<file path="config.mk">
export PLATFORM = sky130hd
export DESIGN_NAME = fp_stim_gen
export DESIGN_NICKNAME = d
export VERILOG_FILES = /design/src/rtl/fp_stim_pkg.sv /design/src/rtl/fp_lfsr32.sv /design/src/rtl/fp_stim_gen.sv
export SDC_FILE = /design/constraint.sdc
export NUM_CORES = 1
export LEC_CHECK = 0
export CAP_MARGIN = 30
export CORE_ASPECT_RATIO = 0.9
export CORE_MARGIN = 2
export CORE_UTILIZATION = 33
export CTS_CLUSTER_SIZE = 8
export DETAILED_ROUTE_END_ITERATION = 6
export PLACE_DENSITY = 0.63
export RECOVER_POWER = 25
export SYNTH_ARGS = -nofsm -noshare
export SYNTH_HDL_FRONTEND = slang
export SYNTH_SLANG_ARGS = --single-unit
</file>
<file path="constraint.sdc">
create_clock -name clk -period 5.3 [get_ports clk]
set_input_delay 1.325 -clock clk [delete_from_list [all_inputs] [get_ports clk]]
set_output_delay 1.325 -clock clk [all_outputs]
set_load 0.05 [all_outputs]
</file>
<file path="src/rtl/fp_stim_pkg.sv">
// fp_stim_pkg: shared stimulus modes, op modes, FSM states, LFSR polynomial and FP field builders
package fp_stim_pkg;
  typedef enum logic [3:0] {
    M_ZERO, M_RANDOM, M_A_GT_B, M_MAX_POS, M_MAX_NEG,
    M_MIN_NORM_POS, M_MIN_DENORM_POS, M_CUSTOM, M_SPECIFIC
  } stim_mode_e;
  typedef enum logic [1:0] {OP_ADD, OP_SUB, OP_RANDOM, OP_ALT} op_mode_e;
  typedef enum logic [1:0] {IDLE, RUN, DONE} state_e;
  localparam logic [31:0] LFSR_POLY = 32'h8020_0003;
  function automatic logic [63:0] fp_pack(input logic s, input logic [31:0] e, input logic [31:0] m,
                                          input int eb, input int mb);
    logic [63:0] em, mm;
    em = (64'd1 << eb) - 64'd1;
    mm = (64'd1 << mb) - 64'd1;
    return ({63'd0, s} << (eb + mb)) | (({32'd0, e} & em) << mb) | ({32'd0, m} & mm);
  endfunction
  function automatic logic [63:0] fp_max(input logic s, input int eb, input int mb);
    return fp_pack(s, 32'((1 << eb) - 2), '1, eb, mb);
  endfunction
  function automatic logic [63:0] fp_custom(input logic [4:0] r, input int eb, input int mb);
    return fp_pack(1'b0, (32'd1 << (eb - 1)) | {30'd0, r[1:0]}, {29'd0, r[4:2]} << (mb - 3), eb, mb);
  endfunction
endpackage

</file>
<file path="src/rtl/fp_lfsr32.sv">
// fp_lfsr32: 32-bit Galois LFSR (clk, rst_n async low, en advances one step, state = current value)
module fp_lfsr32 import fp_stim_pkg::*; #(
  parameter logic [31:0] SEED = 32'h0000_0001
) (
  input  logic        clk,
  input  logic        rst_n,
  input  logic        en,
  output logic [31:0] state
);
  always_ff @(posedge clk or negedge rst_n)
    if (!rst_n) state <= SEED;
    else if (en) state <= {1'b0, state[31:1]} ^ (state[0] ? LFSR_POLY : 32'd0);
endmodule

</file>
<file path="src/rtl/fp_stim_gen.sv">
// fp_stim_gen: FP operand pair generator (start/mode/op_mode/count/spec_a/spec_b in, valid/ready stream of a, b, operation_select out, busy/done status)
module fp_stim_gen import fp_stim_pkg::*; #(
  parameter int          WIDTH     = 32,
  parameter int          EXP_BITS  = 8,
  parameter int          MANT_BITS = 23,
  parameter logic [31:0] SEED      = 32'hACE1_5EED
) (
  input  logic             clk,
  input  logic             rst_n,
  input  logic             start,
  input  logic [3:0]       mode,
  input  logic [1:0]       op_mode,
  input  logic [15:0]      count,
  input  logic [WIDTH-1:0] spec_a,
  input  logic [WIDTH-1:0] spec_b,
  input  logic             out_ready,
  output logic             out_valid,
  output logic [WIDTH-1:0] a,
  output logic [WIDTH-1:0] b,
  output logic             operation_select,
  output logic             busy,
  output logic             done
);
  if (WIDTH != 1 + EXP_BITS + MANT_BITS) begin : g_width_check
    $error("fp_stim_gen: WIDTH must equal 1+EXP_BITS+MANT_BITS");
  end
  state_e state, state_n;
  logic [3:0] mode_q;
  logic [1:0] op_q;
  logic [15:0] cnt_max, cnt;
  logic [WIDTH-1:0] sa_q, sb_q, ra, rb, hi, lo, va, vb;
  logic [31:0] ra32, rb32;
  logic tog, hs, last;
  function automatic logic [WIDTH-1:0] widen(input logic [31:0] v);
    logic [WIDTH-1:0] r;
    for (int i = 0; i < WIDTH; i++) r[i] = v[i % 32];
    return r;
  endfunction
  fp_lfsr32 #(.SEED(SEED))  u_lfsr_a (.clk(clk), .rst_n(rst_n), .en(hs), .state(ra32));
  fp_lfsr32 #(.SEED(~SEED)) u_lfsr_b (.clk(clk), .rst_n(rst_n), .en(hs), .state(rb32));
  assign hs = out_valid && out_ready;
  assign last = cnt == cnt_max - 16'd1;
  assign out_valid = state == RUN;
  assign busy = state != IDLE;
  assign done = state == DONE;
  always_ff @(posedge clk or negedge rst_n)
    if (!rst_n) state <= IDLE;
    else state <= state_n;
  always_comb begin
    state_n = state;
    state_n = (state == IDLE && start) ? (count == 16'd0 ? DONE : RUN) :
              (state == RUN && hs && last) ? DONE :
              (state == DONE) ? IDLE : state;
  end
  always_ff @(posedge clk or negedge rst_n)
    if (!rst_n) begin
      mode_q <= '0;
      op_q <= '0;
      cnt_max <= '0;
      cnt <= '0;
      sa_q <= '0;
      sb_q <= '0;
      tog <= 1'b0;
    end else if (state == IDLE && start) begin
      mode_q <= mode;
      op_q <= op_mode;
      cnt_max <= count;
      cnt <= '0;
      sa_q <= spec_a;
      sb_q <= spec_b;
      tog <= 1'b0;
    end else if (hs) begin
      cnt <= cnt + 16'd1;
      tog <= ~tog;
    end
  assign ra = widen(ra32);
  assign rb = widen(rb32);
  // Order the random pair so a > b; equal values collapse to (x, x-1), or (1, 0) when both are zero.
  assign hi = (ra > rb) ? ra : (rb > ra) ? rb : (ra == '0) ? WIDTH'(1) : ra;
  assign lo = (ra > rb) ? rb : (rb > ra) ? ra : (ra == '0) ? '0 : ra - WIDTH'(1);
  always_comb begin
    va = '0;
    vb = '0;
    case (mode_q)
      M_RANDOM:         begin va = ra; vb = rb; end
      M_A_GT_B:         begin va = hi; vb = lo; end
      M_MAX_POS:        begin va = WIDTH'(fp_max(1'b0, EXP_BITS, MANT_BITS)); vb = va; end
      M_MAX_NEG:        begin va = WIDTH'(fp_max(1'b1, EXP_BITS, MANT_BITS)); vb = va; end
      M_MIN_NORM_POS:   begin va = WIDTH'(fp_pack(1'b0, 32'd1, 32'd0, EXP_BITS, MANT_BITS)); vb = va; end
      M_MIN_DENORM_POS: begin va = WIDTH'(fp_pack(1'b0, 32'd0, 32'd1, EXP_BITS, MANT_BITS)); vb = va; end
      M_CUSTOM:         begin
                          va = WIDTH'(fp_custom(ra32[4:0], EXP_BITS, MANT_BITS));
                          vb = WIDTH'(fp_custom(rb32[4:0], EXP_BITS, MANT_BITS));
                        end
      M_SPECIFIC:       begin va = sa_q; vb = sb_q; end
      default:          ;
    endcase
  end
  // Outputs are derived from the LFSR state, which only moves on a handshake, so they hold during stalls.
  assign a = out_valid ? va : '0;
  assign b = out_valid ? vb : '0;
  assign operation_select = out_valid && (op_q == OP_ADD ? 1'b0 : op_q == OP_SUB ? 1'b1 :
                                          op_q == OP_RANDOM ? ra32[31] : tog);
endmodule

</file>
==> qor.yml <==
status:
  status: "finished, violations left"
  violations: "capacitance limit, slew limit"
synth:
  synth_edf_count: 0
  yosysTopAreaCellShare_pct: 32.0
  syn_nets: 1279
  synthTopCellsByCount: "nand2_1 (161), dfrtp_1 (137), mux2_2 (81)"
  synth-warning-count: 0
  mappedNetlistArea_mm2: 0.0107
  ys_ff_latch: 169
  yosysSeqAreaShare_pct: 39.8
  synth_area_leaders: "dfrtp_1 (32%), mux2_2 (8.5%), dfstp_2 (7.8%)"
  synth_top_area_cell: "dfrtp_1"
  avgSynthCellArea_um2: 9.30
  async_flop_share_pct: 100
  synthCells: 1153
  yosysMostFrequentCell: "nand2_1"
  yosys.cell_types.count: 61
  ys.flop_type: "dfrtp_1"
power_and_ir_drop:
  power.density_mw_per_mm2: 540
  p_leak_nw: 5.76
  peakVddDrop_mv: 0.380
place:
  dp.cells: 1659
  portBuffers: 157
  pre_cts_ws_ns: 0.412
  dp_hpwl_um: 24000
  place.gp.congestion: 0.966
  post_dp_cell_area_mm2: 0.0131
worst_setup_path:
  slowest_stage: "nor4_2"
  worstSetupPathType: "register to output pin"
  critPathLaunchType: "register"
  reg2reg_slack_ns: 2.29
  crit_path_max_incr_delay_ns: 0.51
  crit_chain: "nor4_2 > and4_1 > nand3_1 > nor4_2 > nand2_1 > o21ai_4 > buf_4 > o22ai_1 > buf_4"
  worst-path-buf-inv: 2
  crit_family: "simple AND/OR/NAND/NOR gates"
  reg2reg_from: "cnt_max[2]$_DFFE_PN0P_"
  worstPathRequired_ns: 3.97
  startpoint: "u_lfsr_a.state[8]$_DFFE_PN0P_"
  worst_setup_path_end_kind: "output pin"
  arrival_ns: 3.86
  worstPathMaxFanout: 16
global_route:
  grt_pass1_vias: 9511
  grt_first_pass_wirelength_um: 55200
  grt_antenna_before_repair: 0
  gr-total-overflow: 0
  grt_max_degree: 109
  track_usage_pct: 20.7
detailed_routing:
  drt_iter0_drc: 876
  wl_per_cell_um: 20.6
  drc: 0
  postRouteAntennaNets: 0
  vias: 9463
  firstDrtPassIters: 7
  drt-vias-per-instance: 5.59
  totalWireLength_um: 34900
timing:
  timing.final.crit_share_pct: 97.8
  fin_crit_ns: 5.18
  finalSetupTns_ns: 0
  clock-skew-final_ns: 0.0136
  clock.fmax_mhz: 193
  holdWs_ns: 0.500
  worstMarginPinSlew_ns: 2.21
  slew_headroom_pct: -47.5
  setup-violations-final: 0
  slew_violations: 81
  layout_setup_ws_ns: 0.115
  hold_viol: 0
clock_tree:
  cts-htree-levels: 4
  clk_latency_ns: 0.45
  cts.path.max_buffers: 2
  cts.clk_slew.worst_paths_ns: 0.08
  numCtsBuffers: 17
  cts_tree: "built"
  cts.sinks: 169
  root_buffer: "clkbuf_16"
final_layout:
  area_growth_pct: 28.9
  drive_gt1_share_pct: 20.9
  antenna_cells: 0
  fin_cells: 1692
  design_area_mm2: 0.0138
  nFillCells: 3086
  regArea_mm2: 0.00427
  multi_input_area_mm2: 0.00608
  layout.nets: 1389
die:
  io_pins: 158
  core_mm2: 0.0320
  die_h_um: 175
  die_area_mm2: 0.0340
  start_util_pct: 33.6
  rows: 62
  die_w_um: 194
flow_run:
  drv_cap: 1
min_path:
  min_from: "u_lfsr_b.state[30]$_DFFE_PN1P_"
  hold_class: "register to register"
[worst reg2reg max path: stages (launching register included)]
cell and delay, ns:
dfrtp_1 0.51, or4_4 0.56, or2_0 0.41, nor4_4 0.27, a31oi_1 0.07, o31a_1 0.27, or4_1 0.58, a22o_1 0.21
[final timing paths]
check,cells past startpoint,to
worst min-delay path,2,u_lfsr_b.state[30]$_DFFE_PN1P_
max in group asynchronous,2,u_lfsr_b.state[21]$_DFFE_PN0P_
worst max-delay path,9,b[23]
worst max register to register,7,state[0]$_DFFE_PN0P_
min in group asynchronous,1,sb_q[20]$_DFFE_PN0P_
worst min register to register,2,u_lfsr_b.state[30]$_DFFE_PN1P_
[state kept, by name, indices dropped and copies added (netlist names)]
register,count
cnt,16
op_q,2
tog,1
mode_q,4
u_lfsr_a.state,32
u_lfsr_b.state,32
state,2
sb_q,32
sa_q,32
cnt_max,16
[per-layer routing]
layer	vias up	part of all wire [%]	global-route usage, %
met1	4625	47	29.8
li1	4429	-	-
met5	-	0	0
met4	0	2.0	6.25
met3	37	7.3	5.08
met2	372	44	30.5
[where the power goes]
group          leakage [nW]  switching, mW  internal [mW]
Combinational          3.45           2.21           1.62
Sequential             2.03          0.567           1.77
Clock                 0.286          0.601          0.708
Total                  5.76           3.37           4.09
[cell usage in the layout, fill, tap and decap left out, types with 26 or more instances in the layout]
cell             count
mux2_2              81
clkdlybuf4s50_1     92
o21ai_0             59
ha_1                36
buf_12              47
nand4_1             26
mux2i_1             55
dfrtp_1            137
a21oi_1             35
nor2_1              41
xnor2_1             50
inv_1               41
dfstp_2             32
a221oi_1            45
nand2_1            160
buf_4               41
o22ai_1             58
[stage by stage]
stage	utilization, %	total power [mW]
floorplan	-	4.60
global placement	41.1	6.05
detailed placement	41.1	6.10
CTS	43.0	7.44
global route	43.3	7.88
finish	43.3	7.47
[repair_timing]
item,4_1_cts,5_1_grt
hold endpoints to repair,0,0
pin swaps,0,0
buffers inserted,0,1
endpoints found under the setup margin,1,60
hold buffers,0,0
gates resized for setup,1,15
[kinds of logic after synthesis]
kind of cell             count (synthesis)  share of synthesized area, %
AND/OR/NAND/NOR                        345                          15.5
AO/OA/AOI/OAI                          263                          16.3
flip-flops                             169                          39.8
multiplexers                           136                          13.6
XOR/XNOR                                68                          5.55
adder cells (fa/ha/maj)                 36                          4.20
buffers and inverters                  136                          5.03
[final cells by class]
class | instances | area share [%]
Multi-Input combinational cell | 848 | 43.9
Sequential cell | 169 | 30.9
Timing Repair Buffer | 185 | 16.0
Tap cell | 416 | 3.76
Clock buffer | 18 | 3.10
Clock inverter | 14 | 1.16
Inverter | 42 | 1.14
(Power assumes the default switching activity.)
